### src/rtl/vedic_vec_mul_sched_pkg.sv
// Shared types and defaults for the vedic vector multiply scheduler.
package vedic_sched_pkg;

  typedef enum logic [1:0] {
    IDLE  = 2'd0,
    ISSUE = 2'd1,
    DRAIN = 2'd2,
    DONE  = 2'd3
  } sched_state_t;

  localparam int unsigned VEDIC_WIDTH   = 32'd32;
  localparam int unsigned VEDIC_LANES   = 32'd4;
  localparam int unsigned VEDIC_MUL_LAT = 32'd2;

  // Width of a lane index; never narrower than one bit so LANES=2 still works.
  function automatic int unsigned lane_idx_w(input int unsigned lanes);
    int unsigned w;
    w = 32'd1;
    if (lanes > 32'd2) begin
      w = $clog2(lanes);
    end else begin
      w = 32'd1;
    end
    return w;
  endfunction

endpackage

### src/rtl/vedic_vec_mul_sched_chk.sv
// Checker: a returning tag must only ever be seen while lanes are in flight.
module vedic_vec_mul_sched_chk
  import vedic_sched_pkg::*;
(
  input logic         clk,
  input logic         rst_n,
  input logic         tag_valid,
  input sched_state_t state
);

  a_tag_in_flight: assert property (
    @(posedge clk) disable iff (!rst_n)
      tag_valid |-> (state == ISSUE || state == DRAIN)
  );

endmodule

### src/rtl/vedic_vec_mul_sched_issue_tag_pipe.sv
// Delays the one-bit issue tag by DEPTH cycles so that it lines up with the
// product returned by the shared multiplier. DEPTH=0 is a straight wire.
module issue_tag_pipe #(
  parameter int unsigned DEPTH = 32'd2
) (
  input  logic clk,
  input  logic rst_n,
  input  logic tag_in,
  output logic tag_out
);

  if (DEPTH == 32'd0) begin : g_wire
    logic unused_clk_rst;
    assign unused_clk_rst = clk & rst_n;
    assign tag_out = tag_in;
  end else begin : g_pipe
    logic [DEPTH-1:0] stage_r;

    // Shift the tag one stage per cycle; reset flushes every in-flight tag.
    always_ff @(posedge clk or negedge rst_n) begin
      if (!rst_n) begin
        stage_r <= '0;
      end else begin
        stage_r[0] <= tag_in;
        for (int i = 1; i < int'(DEPTH); i++) begin
          stage_r[i] <= stage_r[i-1];
        end
      end
    end

    assign tag_out = stage_r[DEPTH-1];
  end

endmodule

### src/rtl/vedic_vec_mul_sched.sv
// Time-multiplexes one shared WIDTH-bit multiplier across LANES operand
// lanes: accepts a vector pair, issues one lane per cycle, collects the
// in-order products and presents the full product vector.
module vedic_vec_mul_sched
  import vedic_sched_pkg::*;
#(
  parameter int unsigned WIDTH   = VEDIC_WIDTH,
  parameter int unsigned LANES   = VEDIC_LANES,
  parameter int unsigned MUL_LAT = VEDIC_MUL_LAT
) (
  input  logic                       clk,
  input  logic                       rst_n,
  input  logic                       in_valid,
  output logic                       in_ready,
  input  logic [LANES*WIDTH-1:0]     in_a,
  input  logic [LANES*WIDTH-1:0]     in_b,
  output logic                       mul_issue,
  output logic [WIDTH-1:0]           mul_a,
  output logic [WIDTH-1:0]           mul_b,
  input  logic [2*WIDTH-1:0]         mul_result,
  output logic                       out_valid,
  input  logic                       out_ready,
  output logic [LANES*2*WIDTH-1:0]   out_product,
  output logic                       busy
);

  localparam int unsigned IDX_W = lane_idx_w(LANES);
  localparam logic [IDX_W-1:0] LAST_IDX = IDX_W'(LANES - 32'd1);
  localparam logic [IDX_W-1:0] IDX_ONE  = IDX_W'(32'd1);

  sched_state_t     state_r;
  logic [WIDTH-1:0] a_r [LANES];
  logic [WIDTH-1:0] b_r [LANES];
  logic [IDX_W-1:0] issue_idx_r;
  logic [IDX_W-1:0] coll_idx_r;
  logic             tag_valid;
  logic             capture_s;
  logic             last_capture_s;

  issue_tag_pipe #(
    .DEPTH (MUL_LAT)
  ) u_tag_pipe (
    .clk     (clk),
    .rst_n   (rst_n),
    .tag_in  (mul_issue),
    .tag_out (tag_valid)
  );

  vedic_vec_mul_sched_chk u_chk (
    .clk       (clk),
    .rst_n     (rst_n),
    .tag_valid (tag_valid),
    .state     (state_r)
  );

  // A returning tag is only honoured while lanes are outstanding.
  always_comb begin
    capture_s      = 1'b0;
    last_capture_s = 1'b0;
    if (tag_valid && (state_r == ISSUE || state_r == DRAIN)) begin
      capture_s      = 1'b1;
      last_capture_s = (coll_idx_r == LAST_IDX);
    end else begin
      capture_s      = 1'b0;
      last_capture_s = 1'b0;
    end
  end

  // Scheduler FSM: capture operands, issue lanes, collect products, hand off.
  always_ff @(posedge clk or negedge rst_n) begin
    if (!rst_n) begin
      state_r     <= IDLE;
      in_ready    <= 1'b1;
      busy        <= 1'b0;
      mul_issue   <= 1'b0;
      mul_a       <= '0;
      mul_b       <= '0;
      out_valid   <= 1'b0;
      out_product <= '0;
      issue_idx_r <= '0;
      coll_idx_r  <= '0;
      for (int i = 0; i < int'(LANES); i++) begin
        a_r[i] <= '0;
        b_r[i] <= '0;
      end
    end else begin
      // Collect an in-order return; lane position follows the collect index.
      if (capture_s) begin
        out_product[32'(coll_idx_r)*(2*WIDTH) +: 2*WIDTH] <= mul_result;
        coll_idx_r <= coll_idx_r + IDX_ONE;
      end

      case (state_r)
        IDLE: begin
          mul_issue <= 1'b0;
          mul_a     <= '0;
          mul_b     <= '0;
          if (in_valid && in_ready) begin
            for (int i = 0; i < int'(LANES); i++) begin
              a_r[i] <= in_a[i*WIDTH +: WIDTH];
              b_r[i] <= in_b[i*WIDTH +: WIDTH];
            end
            out_product <= '0;
            issue_idx_r <= '0;
            coll_idx_r  <= '0;
            in_ready    <= 1'b0;
            busy        <= 1'b1;
            state_r     <= ISSUE;
          end
        end

        ISSUE: begin
          mul_issue   <= 1'b1;
          mul_a       <= a_r[issue_idx_r];
          mul_b       <= b_r[issue_idx_r];
          issue_idx_r <= issue_idx_r + IDX_ONE;
          if (last_capture_s) begin
            out_valid <= 1'b1;
            state_r   <= DONE;
          end else if (issue_idx_r == LAST_IDX) begin
            state_r   <= DRAIN;
          end
        end

        DRAIN: begin
          mul_issue <= 1'b0;
          mul_a     <= '0;
          mul_b     <= '0;
          if (last_capture_s) begin
            out_valid <= 1'b1;
            state_r   <= DONE;
          end
        end

        DONE: begin
          mul_issue <= 1'b0;
          mul_a     <= '0;
          mul_b     <= '0;
          if (out_ready) begin
            out_valid <= 1'b0;
            in_ready  <= 1'b1;
            busy      <= 1'b0;
            state_r   <= IDLE;
          end
        end

        default: begin
          mul_issue <= 1'b0;
          mul_a     <= '0;
          mul_b     <= '0;
          out_valid <= 1'b0;
          in_ready  <= 1'b1;
          busy      <= 1'b0;
          state_r   <= IDLE;
        end
      endcase
    end
  end

endmodule

### config.mk
export PLATFORM = sky130hd
export DESIGN_NAME = vedic_vec_mul_sched
export DESIGN_NICKNAME = d
export VERILOG_FILES = /design/src/rtl/vedic_vec_mul_sched_pkg.sv /design/src/rtl/vedic_vec_mul_sched_chk.sv /design/src/rtl/vedic_vec_mul_sched_issue_tag_pipe.sv /design/src/rtl/vedic_vec_mul_sched.sv
export SDC_FILE = /design/constraint.sdc
export NUM_CORES = 1
export LEC_CHECK = 0
export BUFFER_PORTS_ARGS = -buffer_cell sky130_fd_sc_hd__buf_2
export CAP_MARGIN = 5
export CORE_MARGIN = 5
export CORE_UTILIZATION = 25
export DETAILED_ROUTE_END_ITERATION = 7
export GPL_ROUTABILITY_DRIVEN = 0
export PLACE_DENSITY = 0.49
export SYNTH_ARGS = -nofsm -noshare
export SYNTH_HDL_FRONTEND = slang
export SYNTH_SLANG_ARGS = --single-unit
### constraint.sdc
create_clock -name clk -period 2.4 [get_ports clk]
set_input_delay 0.48 -clock clk [delete_from_list [all_inputs] [get_ports clk]]
set_output_delay 0.48 -clock clk [all_outputs]
set_load 0.005 [all_outputs]
Word-level counts from Yosys, hierarchy flattened
Cells that the tools add are included.
Operators by class
  shift-type cells: 2
  muxes and demuxes: 34
  add/subtract/negate cells: 3
  reduce and logical (&&, ||, !) cells: 14
  equal/unequal tests: 10
  $lt $le $gt $ge: 1
  bitwise gates (word level): 1
Operators by type and width (count)
  $mux W256: 3
  $bwmux W256: 1
  $shift A64 B34 Y256 const A: 1
  $shiftx A64 B34 Y256: 1
  $bmux W32 S2: 2
  $mux W32: 4
  $pmux W32 S2: 2
  $neg A8 Y34: 1
  $mux W2: 9
  $eq A2 B2 Y1 const B: 4
  $pmux W1 S2: 4
  $pmux W2 S4: 1
  $mux W1: 7
  $ne A2 B2 Y1 const B: 3
  $reduce_and A3 Y1: 2
  $reduce_bool A2 Y1: 3
  $add A2 B1 Y2 const B: 2
  $pmux W2 S2: 1
  $reduce_and A2 Y1: 2
  $reduce_and A4 Y1: 1
  $ge A3 B3 Y1 const B: 1
  $ne A3 B2 Y1 const B: 1
  $not A2 Y3: 1
  $reduce_or A3 Y1: 1
  other kinds (6): 7
Storage, ports and cells
  output and inout bits: 324
  word-level logic and storage cells: 84
  input port bits: 324
  register bits: 588

Depth between registers and ports, before layout
  depth in word-level cells: 7
  depth in mapped cells: 8
  depth with buffers taken out: 6

Cells and area by module
A second synthesis with hierarchy kept.
Second synthesis, totals
  cell total of the unflattened synthesis: 1716
  area total of the unflattened synthesis: 24081.8 um^2
Modules (own cells, without submodules)
  vedic_vec_mul_sched: sequential area each 14665.3 um^2, times used 1, area an instance 24031.8 um^2, cells an instance 1714
  issue_tag_pipe: sequential area each 50.0 um^2, times used 1, area an instance 50.0 um^2, cells an instance 2

Least setup slack after synthesis
No wires, ideal clock.
  path type: register to register
  start point: reg coll_idx_r[0]
  end point: reg out_product[205]
  setup time: 72 ps
  period minus slack after synthesis: 1793 ps
  cell stages (with the launch flop): 8
  data arrival time: 1721 ps
  path buffers: 1
  required time: 2328 ps
  slack: 607 ps
  cell sequence: dfrtp_1 > inv_1 > ha_1 > nand3b_2 > nor3_4 > buf_6 > a22oi_1 > nor2_1
Between the ends
  cells in the longest elaborated chain, start to end: 6
  elaborated cells between the ends (all ways): 7
  classes of those cells: add/sub: 1; shift: 2; mux: 4
RTL lines
  start: declaration: line vedic_vec_mul_sched.sv:35  | logic [IDX_W-1:0] coll_idx_r;
  start signal: assignment: line vedic_vec_mul_sched.sv:90  | coll_idx_r <= coll_idx_r + IDX_ONE;
  $neg A8 Y34 (*): line vedic_vec_mul_sched.sv:89  | out_product[32'(coll_idx_r)*(2*WIDTH) +: 2*WIDTH] <= mul_result;
  $shiftx A64 B34 Y256 or $shift A64 B34 Y256 (tied branches): line vedic_vec_mul_sched.sv:89
  $bwmux W256 (*): line vedic_vec_mul_sched.sv:89
  $mux W256 (*): line vedic_vec_mul_sched.sv:88  | if (capture_s) begin
  $mux W256: line vedic_vec_mul_sched.sv:98  | if (in_valid && in_ready) begin
  $mux W256 (*): line vedic_vec_mul_sched.sv:93  | case (state_r)
  end signal: indexed assignment: line vedic_vec_mul_sched.sv:89
  end: declaration: line vedic_vec_mul_sched.sv:23  | output logic [LANES*2*WIDTH-1:0] out_product,
Mark *: on every way between the ends. The rest lies on a longest branch, timed or not.
A chain may end at the register's enable or synchronous reset.

Worst setup path after layout
  start point: reg state_r[1]
  end point: reg out_product[7]
Between the ends
  cells in the longest elaborated chain, start to end: 7
  elaborated cells between the ends (all ways): 9
  classes of those cells: eq/ne: 2; mux: 4; reduce/logical: 3
RTL lines
  start: declaration: line vedic_vec_mul_sched.sv:31  | sched_state_t state_r;
  start signal: assignment: line vedic_vec_mul_sched.sv:72  | state_r <= IDLE;
  start signal: assignment: line vedic_vec_mul_sched.sv:108  | state_r <= ISSUE;
  start signal: assignment: line vedic_vec_mul_sched.sv:119  | state_r <= DONE;
  $eq A2 B1 Y1 or $eq A2 B2 Y1 (tied branches): line vedic_vec_mul_sched.sv:60  | if (tag_valid && (state_r == ISSUE || state_r == DRAIN)) begin
  $logic_or A1 B1 Y1: line vedic_vec_mul_sched.sv:60
  $logic_and A1 B1 Y1: line vedic_vec_mul_sched.sv:60
  $mux W1: line vedic_vec_mul_sched.sv:60
  $mux W256: line vedic_vec_mul_sched.sv:88
  $mux W256: line vedic_vec_mul_sched.sv:98
  $mux W256 (*): line vedic_vec_mul_sched.sv:93
Marks and branches as above.

==> flow_summary.toml <==
[worst_setup_path]
slowest_delay_ps = 480
crit_path_max_fanout = 47
end_kind = "flip-flop"
critical_path.startpoint = "state_r[1]"
cp.arrival_ps = 2760
worst_path_max_delay_cell = "ha_1"
critPathTopFamily = "simple AND/OR/NAND/NOR gates"
reg2reg_slack_ps = 170
path_cells = "inv_1, ha_1, nand3_4, nor4b_4, buf_12, a22oi_1, nor2_1"
r2r-start = "state_r[1]"
path_class = "reg -> reg"
cp-start-kind = "flip-flop"
cp.required_ps = 2930
critPathBufInv = 2

[timing]
tns_ps = 0
max_freq_ghz = 0.449
slew_violations = 0
setup_viol = 0
fin_crit_sh = 0.928
relSlewSlack = 0.532
fin_skew_ps = 15.5
hold_violations = 0
setup_ws_ps = 172
worst_slew_pin_slew_ps = 702
fin_crit_ps = 2230
rsz0062_at_grt = "false"

[power]
p_clk_frac = 0.285
p_int_mw = 25.8
combPwrFrac = 0.292
power.density_nw_per_um2 = 1190
p_leak_nw = 15.5
swShare = 0.307
p_sw_mw = 11.4
irDropWorstVdd_uv = 715
pwr-share-seq = 0.422

[floorplan]
rows = 113
die_x_um = 318
ioPinCount = 648
floorplan.initialDensity = 0.251
die_h_um = 318
coreArea_um2 = 94600
die-area_um2 = 101000

[layout]
fill_cells = 9450
areaGrowthSynthToFinish_pct = 31.5
drive_above_1_share = 0.477
finalNetCount = 2699

[detailed_routing]
via_per_inst = 4.63
ant_nets = 0
wirelength_um = 79300
first_iter_violations = 1047
drc = 0
vias = 17100
routedWlPerCell_um = 21.5
drt-pass1-iter-count = 7

[global_route]
overflow = 0
grt_max_degree = 95
first_global_vias = 18400
grt_antenna_before_repair = 30
grt_usage = 0.153
grt_pass1_wl_um = 120000

[cts]
clock-sinks = 588
htreeDepth = 3
clockBufferDepth = 3
numCtsBuffers = 70
clk_pin_slew_worst_paths_ps = 60
clkLatencyLatePin_ps = 610
root_buffer = "clkbuf_16"
cts_tree = "done"

[synthesis]
synth-xor-area-share = 0.000369
synth_compound_area_frac = 0.0848
synthTopCellsByArea = "dfrtp_1 62%, mux2_2 12%, a22oi_1 8.1%"
synth-seq-area-share = 0.620
synthAdderAreaFrac = 0.00580
synth.distinct_cells = 33
ys_ff_latch = 588
post_synth.cell_area_avg_um2 = 13.8
synth_area_um2 = 23700
syn_inst = 1715
synth-simple-area-share = 0.0739
yosys-top-cells-count = "587 x dfrtp_1, 259 x nor2_1, 257 x mux2_2"
synth_top_family_by_area = "multiplexers"
synth_edf_count = 0
synth_top_area_frac = 0.619
synth_nets = 2050
synth_mux_area_frac = 0.183
synth.largest_area_cell = "dfrtp_1"
synth-main-ff-cell = "dfrtp_1"
synth_warnings = 0
yosysMostFrequentCell = "dfrtp_1"
ys_async_sr_fraction = 1.00

[place]
io_buffers = 647
place_ws_ps = 128
hpwlAfterDp_um = 56300

[outcome]
status = "complete, no violations"

[hold_path]
min-delay-start = "in_b[120]"
hp-class = "in -> reg"

[run]
maxCapViolCount = 0
==> flip-flops by register name, summed over array words and instances, names as in the netlist <==
register	flops
coll_idx_r	2
busy	1
mul_b	32
in_ready	1
mul_a	32
state_r	2
out_valid	1
u_tag_pipe.g_pipe.stage_r	2
mul_issue	1
b_r	128
a_r	128
out_product	256
issue_idx_r	2
==> power by group through the flow <==
stage	registers (mW)	clock network (mW)	logic, mW
final	15.7	10.6	10.9
after global routing	16.1	11.4	12.0
after CTS	15.8	11.0	11.2
after detailed placement	15.9	0	11.1
after global placement	15.7	0	10.9
after floorplan	15.3	0	6.40
==> through the flow <==
step                total power [mW]  cells   util  hold WS (ps)  area [um2]
floorplan                       21.7   1715      -           184       23700
global placement                26.6   3556  0.305           332       28800
detailed placement              27.0   3556  0.305           335       28800
CTS                             38.0   3684  0.330          17.6       31200
global route                    39.6   3689  0.330          42.4       31200
finish                          37.2   3697  0.330           100       31200
==> worst paths after layout <==
check,end,depth (start not counted)
max,out_product[7],7
min,b_r[24],2
min in group asynchronous,out_product[29],2
max in group asynchronous,out_product[123],3
max reg2reg,out_product[7],7
min reg2reg,u_tag_pipe.g_pipe.stage_r[1],0
==> cell families (layout without fill, tap and decap cells) <==
family,after synthesis,count (layout)
flip-flops,588,588
AND/OR/NAND/NOR,382,382
XOR/XNOR,1,1
adder cells (fa/ha/maj),11,11
multiplexers,321,321
buffers and inverters,141,845
AO/OA/AOI/OAI,271,271
other,0,13
==> timing repair <==
item	4_1_cts	5_1_grt
gates resized for setup	0	0
hold buffers	1	0
buffers inserted	0	0
hold endpoints to repair	16	0
==> metal layers <==
metal | GRT usage | part of all wire
met3 | 0.0658 | 0.10
met2 | 0.249 | 0.48
met4 | 0.0513 | 0.030
met1 | 0.182 | 0.39
met5 | 0 | 0.0023
==> layout make-up <==
type	count	area, um2	area share
Clock buffer	108	2110	0.0676
Clock inverter	19	205	0.00658
Tap cell	1265	1580	0.0507
Antenna cell	13	32.5	0.00104
Sequential cell	588	14700	0.472
Inverter	7	26.3	0.000842
Multi-Input combinational cell	986	8330	0.267
Timing Repair Buffer	711	4190	0.134
==> worst reg2reg max path: cells and delay by family, from the launching register on <==
| kind | cells | cell delay (ps) |
|---|---|---|
| AOI/OAI and AO/OA | 1 | 200 |
| adders and majority gates | 1 | 480 |
| buffers and inverters | 2 | 390 |
| DFF | 1 | 410 |
| and+or+nand+nor | 3 | 670 |
==> placed cells by master, fill, tap and decap left out, types with 10 or more instances in the layout <==
cell       instances
buf_2            646
dfrtp_1          585
nor2_1           259
mux2_2           257
a22oi_1          256
clkbuf_16         75
mux4_2            64
and2_1            64
buf_12            37
nor2b_1           32
buf_4             26
clkbuf_1          22
diode_2           13
clkbuf_8          11
clkinv_2          10
(Power assumes the default switching activity.)
